$ cat src/rtl/cpu_pkg.sv
// Shared types and constants for the 4-requester bus arbiter.
package cpu_pkg;

  localparam int NUM_REQ = 4;

  typedef enum logic {
    StIdle  = 1'b0,
    StOwned = 1'b1
  } arb_state_t;

  // Index of the set bit in a one-hot vector; returns 0 for an all-zero input.
  function automatic logic [1:0] oh2idx(input logic [NUM_REQ-1:0] oh);
    logic [1:0] idx;
    idx = 2'd0;
    for (int i = 0; i < NUM_REQ; i++) begin
      if (oh[i]) idx = 2'(i);
    end
    return idx;
  endfunction

endpackage

$ cat src/rtl/rr_pick4.sv
// Combinational round-robin picker: searches upward from (ptr + 1) with wrap.
module rr_pick4
  import cpu_pkg::*;
(
  input  logic [NUM_REQ-1:0] i_mask,
  input  logic [1:0]         i_ptr,
  output logic [NUM_REQ-1:0] o_win,
  output logic               o_valid
);

  logic [1:0] w_idx;

  // First asserted mask bit after the pointer wins; the pointer itself is checked last.
  always_comb begin
    o_win   = '0;
    o_valid = 1'b0;
    w_idx   = 2'd0;
    for (int k = 1; k <= NUM_REQ; k++) begin
      w_idx = i_ptr + 2'(k);
      if (!o_valid && i_mask[w_idx]) begin
        o_win[w_idx] = 1'b1;
        o_valid      = 1'b1;
      end
    end
  end

endmodule

$ cat src/rtl/bus_arb4.sv
// Four-requester round-robin bus arbiter with bounded hold time and shared output mux.
module bus_arb4
  import cpu_pkg::*;
#(
  parameter int unsigned DATA_W   = 8,
  parameter int unsigned MAX_HOLD = 8
) (
  input  logic              clk,
  input  logic              rst_n,
  input  logic [3:0]        req,
  input  logic [DATA_W-1:0] d0,
  input  logic [DATA_W-1:0] d1,
  input  logic [DATA_W-1:0] d2,
  input  logic [DATA_W-1:0] d3,
  output logic [3:0]        gnt,
  output logic [1:0]        sel,
  output logic              busy,
  output logic [DATA_W-1:0] y
);

  localparam logic [7:0] HoldLast = 8'(MAX_HOLD - 1);

  arb_state_t  r_state;
  logic [3:0]  r_gnt;
  logic [1:0]  r_sel;
  logic [1:0]  r_last;
  logic        r_busy;
  logic [7:0]  r_hold;

  logic [3:0]  w_mask;
  logic [3:0]  w_win;
  logic        w_valid;
  logic [1:0]  w_win_idx;
  logic        w_owner_req;

  // While owned, the current owner is excluded so a preempt never re-picks it.
  always_comb begin
    w_mask = (r_state == StOwned) ? (req & ~r_gnt) : req;
  end

  assign w_owner_req = |(req & r_gnt);
  assign w_win_idx   = oh2idx(w_win);

  rr_pick4 u_pick (
    .i_mask  (w_mask),
    .i_ptr   (r_last),
    .o_win   (w_win),
    .o_valid (w_valid)
  );

  // Arbitration FSM with registered grant, select, busy and hold counter.
  always_ff @(posedge clk or negedge rst_n) begin
    if (!rst_n) begin
      r_state <= StIdle;
      r_gnt   <= 4'b0000;
      r_sel   <= 2'd0;
      r_last  <= 2'd3;
      r_busy  <= 1'b0;
      r_hold  <= 8'd0;
    end else begin
      unique case (r_state)
        StIdle: begin
          if (w_valid) begin
            r_state <= StOwned;
            r_gnt   <= w_win;
            r_sel   <= w_win_idx;
            r_last  <= w_win_idx;
            r_busy  <= 1'b1;
            r_hold  <= 8'd0;
          end
        end
        StOwned: begin
          if (!w_owner_req || (r_hold == HoldLast && w_valid)) begin
            // Release or hold-limit preempt: hand over directly, or go idle if nobody waits.
            if (w_valid) begin
              r_gnt  <= w_win;
              r_sel  <= w_win_idx;
              r_last <= w_win_idx;
              r_hold <= 8'd0;
            end else begin
              r_state <= StIdle;
              r_gnt   <= 4'b0000;
              r_busy  <= 1'b0;
              r_hold  <= 8'd0;
            end
          end else if (r_hold != HoldLast) begin
            r_hold <= r_hold + 8'd1;
          end
        end
        default: begin
          r_state <= StIdle;
          r_gnt   <= 4'b0000;
          r_busy  <= 1'b0;
        end
      endcase
    end
  end

  assign gnt  = r_gnt;
  assign sel  = r_sel;
  assign busy = r_busy;

  // Shared bus mux driven from registered select; zero whenever nobody owns the bus.
  always_comb begin
    y = '0;
    if (r_busy) begin
      unique case (r_sel)
        2'd0: y = d0;
        2'd1: y = d1;
        2'd2: y = d2;
        2'd3: y = d3;
        default: y = '0;
      endcase
    end
  end

endmodule

$ cat config.mk
export PLATFORM = sky130hd
export DESIGN_NAME = bus_arb4
export DESIGN_NICKNAME = d
export VERILOG_FILES = /design/src/rtl/cpu_pkg.sv /design/src/rtl/rr_pick4.sv /design/src/rtl/bus_arb4.sv
export SDC_FILE = /design/constraint.sdc
export NUM_CORES = 1
export LEC_CHECK = 0
export ABC_CLOCK_PERIOD_IN_PS = 2500
export CAP_MARGIN = 10
export CORE_AREA = 2 2 66 68
export DETAILED_ROUTE_END_ITERATION = 16
export DIE_AREA = 0 0 68 70
export PLACE_DENSITY_LB_ADDON = 0.25
export SYNTH_ARGS = -nofsm -noshare
export SYNTH_HDL_FRONTEND = slang
export SYNTH_SLANG_ARGS = --single-unit
$ cat constraint.sdc
create_clock -name clk -period 2.5 [get_ports clk]
set_input_delay 0.25 -clock clk [delete_from_list [all_inputs] [get_ports clk]]
set_output_delay 0.25 -clock clk [all_outputs]
set_load 0.05 [all_outputs]
==> results.cfg, run 1 <==
[outcome]
outcome = finished, final reports clean

[grt]
grt_max_degree = 19
grt-ovfl-total = 0
grt_pass1_vias = 1391
grt_util_all_layers = 0.178
grt_pass1_wl_um = 6660
grt_antenna_before_repair = 0

[routing]
drtIter0Drc = 98
via_per_inst = 5.35
drc = 0
totalWireLength_um = 4080
antenna_left = 0
dr.pass1.iters = 4
dr_total_vias = 1476
wl_per_cell_um = 14.8

[finish]
multiInputGateArea_sq_mm = 0.00113
utilization = 0.561
drive_gt1_frac = 0.228
area_delta_synth_final_pct = 43.6
nNetsFinal = 273
final-seq-area_sq_um = 453
finalInstanceArea_sq_mm = 0.00232
antenna_cells = 0
fin_cells = 276
fillers = 361

[timing]
rsz0062_at_grt = true
setup_slack_ps = 85.1
hold_viol = 0
max_freq_mhz = 414
slew_headroom = 0.467
drv_slew = 0
tns_ps = 0
finalSetupViolations = 0
fin_crit_sh = 0.966
worst_pin_slew_ps = 797
final.min_clock_period_ps = 2410
holdWs_ps = 464
clock_skew_ps = 2.48

[cts]
clk_latency_ps = 250
tritoncts = done
clockRootBuffer = clkbuf_8
cts_buffers = 3
cts_max_level = 1
cts_buffer_depth = 2
clk_pin_slew_ps = 70
cts_sinks = 18

[synth]
synth_edf_count = 0
synthTopCellsByArea = dfrtp_1, mux4_2, ha_1, a22o_1, and2_1
ys_top_cells_by_count = dfrtp_1, nor2_1, ha_1
ys_ff_latch = 18
syn-instance-count = 162
synth-main-ff-cell = dfrtp_1
avgSynthCellArea_sq_um = 9.99
synth_seq_area_share = 0.280
synth_top_area_frac = 0.247
yosysMostFrequentCell = dfrtp_1
netlist_area_sq_mm = 0.00162
yosysUniqueCellTypes = 40
async_flop_share = 1.00
synth_area_leader_cell = dfrtp_1
ys_warn_count = 0
syn_nets = 210

[worst_setup_path]
cp-end-kind = flop
reg2reg_from = r_last[0]
r2r_slack_ps = 90
r2r_end = gnt[3]
start_kind = flop
crit_arrival_ps = 2540
cp.required_ps = 2620
crit_fanout = 6
critical_path_class = reg -> reg
reg2reg_depth = 7

[die]
dieHeight_um = 70
rows = 24
initial_utilization = 0.391
die_w_um = 68
core_sq_mm = 0.00414
die-area_sq_mm = 0.00476
pin_count = 53

[min_path]
hold_path.class = in -> async

[placed_design]
hpwl_um = 3250
place.gp.congestion = 0.835
dp_slack_ps = 56.8
place.port_buffers = 52
dp.cells = 271
dpl_cell_area_sq_mm = 0.00222

[pwr]
p_leak_nw = 0.994
peakVddDrop_uv = 557
p_per_area_mw_per_mm2 = 1160
power.total_mw = 2.71

[job]
drv_cap = 0
-- layout make-up --
class                      instances  area share
timing repair buffer              64       0.256
tap                               52      0.0280
inverter                           6     0.00969
multi-input combinational        132       0.488
sequential                        18       0.195
clock buffer                       4      0.0237
-- critical path, stage by stage (launching register included) --
cell	delay, ps
dfstp_2	590
buf_4	150
mux2_2	360
o211ai_1	260
a211oi_2	170
a22o_1	260
a211oi_1	370
o22ai_1	120
-- state kept, by name, indices dropped and copies added, names as in the netlist --
name	flops
r_hold	8
gnt	4
r_last	2
sel	2
busy	1
r_state	1
-- repair_timing --
action / in CTS / in global routing
endpoints found under the hold margin: 0 / 0
resized for setup: 0 / 8
setup endpoints to repair: 0 / 6
hold buffers: 0 / 0
buffers inserted: 0 / 1
-- cells by family after synthesis --
logic type | count (synthesis) | synth area share
multiplexers | 17 | 0.178
buffers and inverters | 12 | 0.0417
AND/OR/NAND/NOR | 49 | 0.155
AO/OA/AOI/OAI | 54 | 0.258
flip-flops | 18 | 0.280
adder cells (fa/ha/maj) | 10 | 0.0773
XOR/XNOR | 2 | 0.0108
-- worst max-delay path by stage --
stage / start / endpoint / slack (ps) / cells after the start
floorplan: r_last[0] / sel[1] / 40 / 9
global placement: req[0] / r_last[0] / 100 / 7
detailed placement: r_last[0] / sel[0] / 60 / 7
CTS: r_last[0] / sel[0] / 40 / 7
global route: r_last[0] / sel[1] / -10 / 6
finish: r_last[0] / gnt[3] / 90 / 7
-- layer usage --
| layer | vias to the layer above | part of all wire | track usage |
|---|---|---|---|
| met3 | 2 | 0.017 | 0.0161 |
| li1 | 747 | - | - |
| met4 | 0 | 0.0042 | 0.0444 |
| met5 | - | 0 | 0 |
| met2 | 22 | 0.53 | 0.280 |
| met1 | 705 | 0.45 | 0.260 |
-- report_power, final --
| group | internal (mW) | switching, mW |
|---|---|---|
| combinational | 0.905 | 1.04 |
| sequential | 0.389 | 0.141 |
| clock | 0.140 | 0.0899 |
-- cell usage in the layout, fill, tap and decap left out, types with 3 or more instances in the layout --
master / instances
clkdlybuf4s50_1: 44
buf_4: 19
dfrtp_1: 16
nor2_1: 12
and2_1: 9
nand2_1: 9
ha_1: 9
mux4_2: 8
nand3_1: 8
a21oi_1: 7
a22o_1: 7
a21o_1: 6
a22oi_1: 6
inv_1: 5
o21ai_0: 4
a211oi_1: 4
clkbuf_8: 4
mux2_4: 3
nor3_1: 3
o21ai_1: 3
o211ai_1: 3
o22ai_1: 3
Power figures use the tool's default switching activity.
==> inputs of run 2 (changes only) <==
--- a/config.mk
+++ b/config.mk
@@ -5,11 +5,11 @@
 export SDC_FILE = /design/constraint.sdc
 export NUM_CORES = 1
 export LEC_CHECK = 0
-export ABC_CLOCK_PERIOD_IN_PS = 2500
+export ABC_CLOCK_PERIOD_IN_PS = 2400
 export CAP_MARGIN = 10
-export CORE_AREA = 2 2 66 68
+export CORE_AREA = 2 2 63 65
 export DETAILED_ROUTE_END_ITERATION = 16
-export DIE_AREA = 0 0 68 70
+export DIE_AREA = 0 0 65 67
 export PLACE_DENSITY_LB_ADDON = 0.25
 export SYNTH_ARGS = -nofsm -noshare
 export SYNTH_HDL_FRONTEND = slang
==> constraint.sdc (replaced) <==
create_clock -name clk -period 2.4 [get_ports clk]
set_input_delay 0.24 -clock clk [delete_from_list [all_inputs] [get_ports clk]]
set_output_delay 0.24 -clock clk [all_outputs]
set_load 0.05 [all_outputs]
==> run 2 against run 1 <==
Net effect: clock skew barely moved; worst hold slack got worse by 28 ps; global-route usage is 4.6 points higher; via count up 11%; combinational power is 11% higher; critical path type unchanged; cell count shrank 1.1%; sequential share of layout area down 0.44 points.
==> results.cfg, run 2 (synthesized netlist as in run 1, its figures left out) <==
[timing]
setup_slack_ps = 14.3
slew_headroom = 0.483
final.min_clock_period_ps = 2390
rsz0062_at_grt = true
finalSetupViolations = 0
holdWs_ps = 436
hold_viol = 0
worst_pin_slew_ps = 773
clock_skew_ps = 2.74
max_freq_mhz = 419
drv_slew = 0
fin_crit_sh = 0.994

[worst_setup_path]
reg2reg_depth = 7
crit_fanout = 4
cp-end-kind = flop
start_kind = flop
crit_arrival_ps = 2510
r2r_slack_ps = 10
cp.required_ps = 2530
reg2reg_from = r_last[0]
r2r_end = sel[1]
critical_path_class = reg -> reg

[routing]
totalWireLength_um = 4720
dr.pass1.iters = 4
via_per_inst = 5.98
drc = 0
wl_per_cell_um = 17.3
dr_total_vias = 1632
drtIter0Drc = 63
antenna_left = 0

[die]
dieHeight_um = 67
rows = 22
initial_utilization = 0.449
die-area_sq_mm = 0.00436
die_w_um = 65
core_sq_mm = 0.00361
pin_count = 53

[finish]
antenna_cells = 0
area_delta_synth_final_pct = 46.9
utilization = 0.660
final_common_cell = clkdlybuf4s50_1
nNetsFinal = 274
largest_reg_flops = 8
fillers = 287
final_cell_mix = clkdlybuf4s50_1, buf_4, dfrtp_1
drive_gt1_frac = 0.249
regMostFlops = r_hold

[pwr]
p_per_area_mw_per_mm2 = 1230
peakVddDrop_uv = 632
p_leak_nw = 0.995

[cts]
clockRootBuffer = clkbuf_8
cts_buffers = 3
cts_buffer_depth = 2
clk_pin_slew_ps = 70
tritoncts = done
postCtsHoldBufs = 0
cts_max_level = 1
clk_latency_ps = 250
cts_sinks = 18

[grt]
grt_max_degree = 19
grt_util_all_layers = 0.224
grt-ovfl-total = 0
grt_antenna_before_repair = 0
grt_pass1_vias = 1611
grt_pass1_wl_um = 7550

[job]
drv_cap = 0

[placed_design]
dp_slack_ps = -86.8
hpwl_um = 3570
place.gp.congestion = 0.853
place.port_buffers = 52

[min_path]
hold_path.class = in -> async

[outcome]
outcome = finished, final reports clean
[run 2: changes by cell type in the layout (fill, tap and decap cells not counted), sizes merged]
cell  change
buf       +1
[run 2: critical path, cell delays in order, from the launching register on]
cell and delay, ps:
dfstp_2 590, mux2_4 330, a21o_1 230, buf_4 150, a22oi_2 240, nor2_1 150
a2111oi_4 440, a21oi_1 130
[run 2: how the worst max path moves through the flow]
stage                     slack [ps]         to      start  depth (start not counted)
after floorplan                   10     sel[1]  r_last[0]                          9
after global placement            30     sel[1]  r_last[0]                          8
after detailed placement         -90     sel[1]  r_last[0]                          8
after CTS                        0.9  r_last[0]  r_last[0]                          7
after global routing             -70  r_last[0]  r_last[0]                          7
final                             10     sel[1]  r_last[0]                          7
[run 2: timing repair]
action | in CTS | in global routing
cloned | 0 | 0
buffers inserted | 3 | 2
gates resized for setup | 1 | 12
endpoints found under the setup margin | 5 | 13
pin swaps | 0 | 5
[run 2: stage by stage]
stage / cells / power, mW / cell area, sq um / TNS (ps)
global route: 273 / 3.15 / 2380 / -179
floorplan: 162 / 1.98 / 1630 / 0
finish: 273 / 2.94 / 2380 / 0
CTS: 271 / 2.79 / 2290 / 0
detailed placement: 264 / 2.48 / 2210 / -276
global placement: 264 / 2.40 / 2210 / 0
[run 2: layer usage]
| metal | GRT usage | part of all wire | routed length, um | up-vias |
|---|---|---|---|---|
| li1 | - | - | - | 751 |
| met1 | 0.258 | 0.40 | 1880 | 776 |
| met2 | 0.401 | 0.48 | 2250 | 93 |
| met3 | 0.0608 | 0.10 | 480 | 12 |
| met4 | 0.0718 | 0.022 | 106 | 0 |
| met5 | 0 | 0 | 0 | - |
[run 2: where the power goes]
group / switching, mW / internal [mW]
Sequential: 0.151 / 0.405
Combinational: 1.16 / 1.00
Clock: 0.102 / 0.118
Total: 1.41 / 1.53
[run 2: area by class of cell]
cell class / count / area, sq um / area share
Inverter: 6 / 22.5 / 0.00947
Multi-Input combinational cell: 132 / 1190 / 0.499
Clock buffer: 4 / 45.0 / 0.0189
Sequential cell: 18 / 453 / 0.190
Tap cell: 48 / 60.1 / 0.0252
Timing Repair Buffer: 65 / 611 / 0.257
==> inputs of run 3 (changes only) <==
==> constraint.sdc (replaced) <==
create_clock -name clk -period 2.4 [get_ports clk]
set_input_delay 0.24 -clock clk [delete_from_list [all_inputs] [get_ports clk]]
set_output_delay 0.24 -clock clk [all_outputs]
set_load 0.01 [all_outputs]
==> run 3 against run 2 <==
Net effect: sequential power shrank 6.5%; largest cell class unchanged; combinational power shrank 6%; sequential share of layout area shrank 0.40 points; critical endpoint is now r_last[0]; maximum frequency grew 1.0%.
==> results.cfg, run 3 (synthesized netlist as in run 1, its figures left out) <==
[timing]
finalSetupViolations = 0
setup_slack_ps = 38.6
hold_viol = 0
slew_headroom = 0.438
worst_pin_slew_ps = 841
rsz0062_at_grt = true
fin_crit_sh = 0.984
max_freq_mhz = 423
final.min_clock_period_ps = 2360
drv_slew = 0
clock_skew_ps = 1.08
holdWs_ps = 470

[grt]
grt_pass1_vias = 1492
grt_pass1_wl_um = 7000
grt-ovfl-total = 0
grt_max_degree = 19
grt_antenna_before_repair = 0
grt_util_all_layers = 0.207

[finish]
drive_gt1_frac = 0.226
antenna_cells = 0
nNetsFinal = 275
fillers = 295
area_delta_synth_final_pct = 50.1
largest_reg_flops = 8
multiInputGateArea_sq_mm = 0.00119
finalInstanceArea_sq_mm = 0.00243
final_common_cell = clkdlybuf4s50_1
final_cell_mix = clkdlybuf4s50_1, dfrtp_1, nor2_1, buf_4
regMostFlops = r_hold
final-seq-area_sq_um = 453

[routing]
dr_total_vias = 1605
dr.pass1.iters = 4
drc = 0
antenna_left = 0
via_per_inst = 5.86
wl_per_cell_um = 16.9
totalWireLength_um = 4640
drtIter0Drc = 81

[worst_setup_path]
crit_slowest_cell = dfstp_2
cp-end-kind = flop
r2r_slack_ps = 40
path_depth = 7
crit_arrival_ps = 2520
critical_path_class = reg -> reg
cp.required_ps = 2560
start_kind = flop
crit_fanout = 7
reg2reg_depth = 7
cp_slowest_stage_delay_ps = 590
critical_path_buf_inv_count = 1
r2r_end = r_last[0]
reg2reg_from = r_last[0]
path_cells = buf_12 -> mux2_4 -> a211o_4 -> a211o_1 -> o221ai_2 -> o211ai_1 -> a22oi_1
cp_top_family = compound AO/OA/AOI/OAI gates

[die]
die_w_um = 65
die-area_sq_mm = 0.00436
dieHeight_um = 67
pin_count = 53
rows = 22
initial_utilization = 0.449
core_sq_mm = 0.00361

[pwr]
p_per_area_mw_per_mm2 = 1150
p_leak_nw = 0.994
power.total_mw = 2.80
peakVddDrop_uv = 657

[outcome]
outcome = finished, final reports clean

[placed_design]
place.port_buffers = 52
hpwl_um = 3460
dpl_cell_area_sq_mm = 0.00223
dp_slack_ps = -58.8
place.gp.congestion = 0.841

[cts]
cts_buffer_depth = 2
clk_latency_ps = 250
cts_buffers = 3
cts_max_level = 1
clk_pin_slew_ps = 70
clockRootBuffer = clkbuf_8
cts_sinks = 18
tritoncts = done

[job]
drv_cap = 0

[min_path]
hold_path.class = in -> async
## run 3: routing by layer
layer | global-route usage | wire length [um] | up-vias
li1 | - | - | 748
met1 | 0.265 | 1810 | 767
met2 | 0.357 | 2270 | 88
met3 | 0.0524 | 532 | 2
met4 | 0.0346 | 19 | 0
met5 | 0 | 0 | -
## run 3: final cells by class
type                       count  share of cell area
multi-input combinational    132               0.492
timing repair buffer          66               0.264
sequential                    18               0.186
tap                           48              0.0247
clock buffer                   4              0.0227
inverter                       6              0.0103
## run 3: power by group
part | internal, mW | switching (mW) | leakage (nW)
Clock | 0.146 | 0.100 | 0.0288
Sequential | 0.406 | 0.114 | 0.232
Combinational | 1.04 | 0.992 | 0.734
## run 3: worst max path at each step
stage / from / end / slack [ps]
2_1_floorplan: r_last[0] / sel[1] / 10
3_3_place_gp: r_last[0] / sel[1] / 30
3_5_place_dp: r_last[0] / sel[1] / -60
4_1_cts: r_last[0] / r_hold[7] / 10
5_1_grt: r_last[0] / r_last[0] / -30
6_report: r_last[0] / r_last[0] / 40
## run 3: what timing repair did
action,4_1_cts,5_1_grt
gates resized for setup,0,17
buffers inserted,2,3
setup endpoints to repair,6,11
cloned,0,0
hold buffers,0,0
pin swaps,0,12
## run 3: stage by stage
| stage | TNS [ps] | utilization | cells |
|---|---|---|---|
| after CTS | 0 | 0.643 | 271 |
| final | 0 | 0.674 | 274 |
| after global routing | -82.7 | 0.674 | 274 |
| after floorplan | 0 | - | 162 |
| after global placement | 0 | 0.620 | 265 |
| after detailed placement | -165 | 0.620 | 265 |
==> RTL change 1, RTL diff (config.mk and constraints of run 2) <==
Change the parameter `DATA_W` from 8 to 6.
--- a/src/rtl/bus_arb4.sv
+++ b/src/rtl/bus_arb4.sv
@@ -2,7 +2,7 @@
 module bus_arb4
   import cpu_pkg::*;
 #(
-  parameter int unsigned DATA_W   = 8,
+  parameter int unsigned DATA_W   = 6,
   parameter int unsigned MAX_HOLD = 8
 ) (
   input  logic              clk,
Interface: changed (5 resized); port bits go from 53 to 43. The function was not compared with the original's and may differ.
==> RTL change 1 against run 2 <==
- the run now ends with negative setup slack left
- sequential share of layout area is 0.31 points higher
- wire length decreased by 2.6%
- worst hold slack better by 0.011 ns
- sequential cell count unchanged
- clock skew grew 0.0046 ns
- die area did not move
- setup slack got worse by 0.066 ns
- final area fell by 1.6%
- critical path depth is 2 higher
- total power grew 3.2%
- synthesized area fell by 2.0%
- critical endpoint is now r_hold[6]$_DFFE_PN0P_
- largest power group unchanged
==> RTL change 1: results (changes against run 2) <==
Run status
  – Status: finished with violations
  – Failing checks: negative setup slack

Placed design
  – DPL Wire Length: 3380 microns (-5.5%)
  – Gpl congestion: 0.897 (+5.2%)
  – DP Area: 2140 sq um (-2.9%)
  – Post-place setup slack: -0.0680 ns (+0.0188 ns)

Layout
  – Layout cell share with drive strength beyond 1: 0.320 (+0.0711)
  – Repair and plain buffers: 64 (-1.5%)
  – Layout non-clock buf frac: 0.247 (-0.00978)
  – Logic inverters: 9 (+3)
  – Multi-input combinational area share: 0.496 (-0.00322)
  – Nets@finish: 266 (-2.9%)
  – Multi-In Gates: 130 (-1.5%)

Synth
  – Commonest cells post-synth: dfrtp_1, o21ai_0, ha_1
  – Largest cells by area after synthesis: dfrtp_1, mux4_2, ha_1
  – Syn nets: 204 (-2.9%)
  – Seq/Total Area, Yosys: 0.285 (+0.00574)
  – Post-synthesis cell type count: 42 (+5.0%)

Timing
  – Final setup fails: 2 (+2)
  – Slew HR: 0.471 (-0.0123)
  – Clock Skew: 0.00737 ns (+0.00463 ns)
  – Min setup slack post-route: -0.0517 ns (-0.0660 ns)

Pwr
  – Peak supply drop: 0.769 mV (+22%)
  – Leakage power: 1.01 nW (+1.3%)

Route
  – Via count: 1,559 (-4.5%)
  – DR iter-0 viols: 62 (-1.6%)

Global routing
  – First-pass GRT wire length: 6800 microns (-9.9%)
[RTL change 1: cell types whose count changed after synthesis, moves of 3 or more]
cell,before,now
o22ai_1,3,0
o211ai_1,3,0
a21o_1,6,3
inv_1,6,9
nor2_1,12,7
o21ai_0,4,14
a22oi_1,6,3
[RTL change 1: kinds of logic after synthesis]
logic type	Yosys count	share of synthesized area
AOI/OAI and AO/OA	58	0.277
and+or+nand+nor	47	0.164
DFF	18	0.285
buffers and inverters	16	0.0442
muxes	15	0.151
adders and majority gates	10	0.0789
[RTL change 1: power groups by stage]
stage                     clock, mW  combinational, mW  sequential [mW]
final                         0.246               2.21            0.578
after detailed placement          0               1.91            0.591
after global routing          0.264               2.37            0.595
after global placement            0               1.85            0.578
after CTS                     0.249               1.95            0.585
after floorplan                   0               1.31            0.627
[RTL change 1: repair_timing]
| action | CTS | global route |
|---|---|---|
| pin swaps | 1 | 6 |
| resized for setup | 4 | 14 |
| endpoints found under the hold margin | 0 | 0 |
| setup endpoints to repair | 5 | 8 |
| buffers inserted | 1 | 8 |
[RTL change 1: layer usage]
| layer | vias to the layer above | routed length (microns) | global-route usage | part of all wire |
|---|---|---|---|---|
| li1 | 748 | - | - | - |
| met1 | 732 | 1990 | 0.256 | 0.43 |
| met2 | 73 | 2150 | 0.347 | 0.47 |
| met3 | 6 | 412 | 0.0439 | 0.090 |
| met4 | 0 | 45 | 0.0319 | 0.0098 |
| met5 | - | 0 | 0 | 0 |
[RTL change 1: per-stage QoR]
stage	utilization	hold slack (ns)	instances	TNS (ns)
after floorplan	-	-0.0556	164	0
after global placement	0.594	0.505	260	0
after detailed placement	0.594	0.512	260	-0.142
after CTS	0.617	0.483	265	-0.0152
after global routing	0.649	0.512	273	-0.626
final	0.649	0.447	273	-0.0637
[RTL change 1: path summary, 6_finish.rpt]
check	start	end	cells past startpoint
setup / recovery	r_last[0]$_DFFE_PN1P_	r_hold[6]$_DFFE_PN0P_	9
hold / removal	rst_n	r_hold[0]$_DFFE_PN0P_	1
setup reg to reg	r_last[0]$_DFFE_PN1P_	r_hold[6]$_DFFE_PN0P_	9
hold reg to reg	r_hold[3]$_DFFE_PN0P_	r_hold[3]$_DFFE_PN0P_	1
max in group asynchronous	rst_n	busy$_DFFE_PN0P_	1
min in group clk	r_hold[3]$_DFFE_PN0P_	r_hold[3]$_DFFE_PN0P_	1
[RTL change 1: critical path, cell delays in order, from the launching register on]
cell	delay [ns]
dfstp_2	0.64
buf_6	0.13
mux2_4	0.31
a21o_1	0.22
nand4_4	0.10
inv_2	0.06
ha_4	0.16
or3_4	0.33
or3_1	0.35
o21ai_1	0.08
==> RTL change 2, RTL diff (config.mk and constraints of run 2) <==
Without the edit above. Reset style: synchronous (`rst_n`), changed in one clocked block.
--- a/src/rtl/bus_arb4.sv
+++ b/src/rtl/bus_arb4.sv
@@ -49,7 +49,7 @@
   );
 
   // Arbitration FSM with registered grant, select, busy and hold counter.
-  always_ff @(posedge clk or negedge rst_n) begin
+  always_ff @(posedge clk) begin
     if (!rst_n) begin
       r_state <= StIdle;
       r_gnt   <= 4'b0000;
Formal check against the unedited RTL: differs if rst_n is asserted again (counterexample within 4 cycles, from zero or initial values and one cycle with rst_n low); with rst_n held inactive, the same outputs for 10 cycles.
==> RTL change 2 against run 2 <==
- setup slack improved by 0.14 ns
- clock power is 4% lower
- wire length decreased by 11%
- cell count shrank 1.1%
- non-clock buffer count up 1
- combinational power is 34% lower
- sequential cell count is the same
- total power is 28% lower
- synthesized area is 10% lower
- global-route usage decreased by 3.1 points
- critical path depth is the same
- final area decreased by 9.0%
- die area did not move
- first-iteration DRC count rose by 1.6%
==> RTL change 2: results (changes against run 2) <==
Run status
  – Status: complete, no violations

CTS
  – H-tree Lvls: 1 (unchanged)
  – Clock transition at path regs: 0.07 ns (about the same)
  – Clk_lat worst skew: 0.25 ns (about the same)

Route
  – Final WL: 4220 microns (-11%)
  – Vias per cell: 5.69 (-4.9%)
  – DR iter-0 viols: 64 (+1.6%)

Layout
  – Most flop-heavy register: r_hold
  – Layout cell share with drive strength beyond 1: 0.221 (-0.0282)
  – Nets@finish: 272 (-0.73%)

Synth
  – FFs w/ async S/R, synth: 0 (-1.00)
  – Seq/Total Area, Yosys: 0.248 (-0.0319)
  – Syn nets: 205 (-2.4%)
  – Commonest cells post-synth: dfxtp_1, a21oi_1, and2_1
  – Largest cells by area after synthesis: dfxtp_1, mux4_2, ha_1

Placed design
  – DPL Wire Length: 3200 microns (-10%)
  – DP Area: 2100 sq um (-4.8%)
  – Post-place setup slack: -0.173 ns (-0.0865 ns)

Timing
  – Clock Skew: 0.00367 ns (+0.000930 ns)
  – Post-route minimum period: 2.24 ns (-0.144 ns)
  – Worst Max-Slew Pin Slew: 0.565 ns (-0.208 ns)

Worst setup path
  – CP peak stage delay: 0.40 ns (-0.19 ns)
  – CP Max Fanout: 5 (+1)
  – Reg2Reg Setup Slack: 0.16 ns (+0.14 ns)
  – Setup crit start: r_last[0]$_SDFFE_PN1P_
  – Worst path arrival time: 2.37 ns (-0.14 ns)

Global routing
  – Total GRT Usage: 0.193 (-0.0308)
  – Largest net degree at the start of global routing: 12 (-7)
  – First-pass GRT wire length: 6560 microns (-13%)

Min path
  – Worst min path class: reg -> reg

Pwr
  – Peak supply drop: 0.481 mV (-24%)
  – Leakage power: 0.861 nW (-13%)
-- RTL change 2: cell types whose count changed after synthesis, sizes merged, moves of 4 or more --
cell    before  now
nor2        12    7
dfrtp       16    0
a22o         7    3
a21boi       0    4
a21o         6    1
o21ai        7   11
a211oi       7    3
dfxtp        0   18
a21oi        7   14
-- RTL change 2: power breakdown --
group          internal [mW]  switching, mW  total [mW]
Sequential             0.366          0.102       0.468
Clock                  0.112          0.101       0.212
Combinational          0.648          0.775        1.42
-- RTL change 2: worst min-delay path by stage --
stage,start,end,cells after the start
2_1_floorplan,rst_n,r_last[1]$_SDFFE_PN1P_,1
3_3_place_gp,r_hold[0]$_SDFFE_PN0P_,r_hold[0]$_SDFFE_PN0P_,2
3_5_place_dp,r_hold[0]$_SDFFE_PN0P_,r_hold[0]$_SDFFE_PN0P_,2
4_1_cts,r_hold[0]$_SDFFE_PN0P_,r_hold[0]$_SDFFE_PN0P_,2
5_1_grt,r_hold[0]$_SDFFE_PN0P_,r_hold[0]$_SDFFE_PN0P_,2
6_report,r_hold[0]$_SDFFE_PN0P_,r_hold[0]$_SDFFE_PN0P_,2
-- RTL change 2: cell type report --
class,instances,area [sq um]
inverters,7,26.3
fillers,333,1440
flip-flops and latches,18,362
well taps,48,60.1
clock buffers,3,41.3
repair buffers,66,606
multi-input cells,128,1070
-- RTL change 2: repair_timing --
| action | 4_1_cts | 5_1_grt |
|---|---|---|
| endpoints found under the setup margin | 0 | 11 |
| setup buffers | 0 | 0 |
| resized for setup | 0 | 6 |
| endpoints found under the hold margin | 0 | 0 |
-- RTL change 2: per-stage QoR --
stage / instances / hold WS [ns] / TNS [ns]
2_1_floorplan: 157 / 0.320 / 0
3_3_place_gp: 267 / 0.466 / -0.173
3_5_place_dp: 267 / 0.483 / -1.28
4_1_cts: 270 / 0.491 / 0
5_1_grt: 270 / 0.521 / 0
6_report: 270 / 0.489 / 0
-- RTL change 2: worst reg2reg max path: stages (launching register included) --
cell      delay [ns]
dfxtp_1         0.39
inv_1           0.08
ha_1            0.34
mux4_2          0.40
a22o_1          0.27
a211oi_2        0.33
and3_1          0.23
o21ai_1         0.07
-- RTL change 2: cell families (layout without fill, tap and decap cells) --
kind of cell    Yosys count  after routing  share of synthesized area
buf+inv                  11             76                     0.0310
simple gates             52             52                      0.205
mux                      16             16                      0.198
flops                    18             18                      0.248
fa+ha+maj                10             10                     0.0861
compound gates           50             50                      0.232
-- RTL change 2: metal layers --
metal	track usage	wire length, microns
met1	0.239	1810
met3	0.0507	431
met5	0	0
met4	0.0426	40
met2	0.335	1930
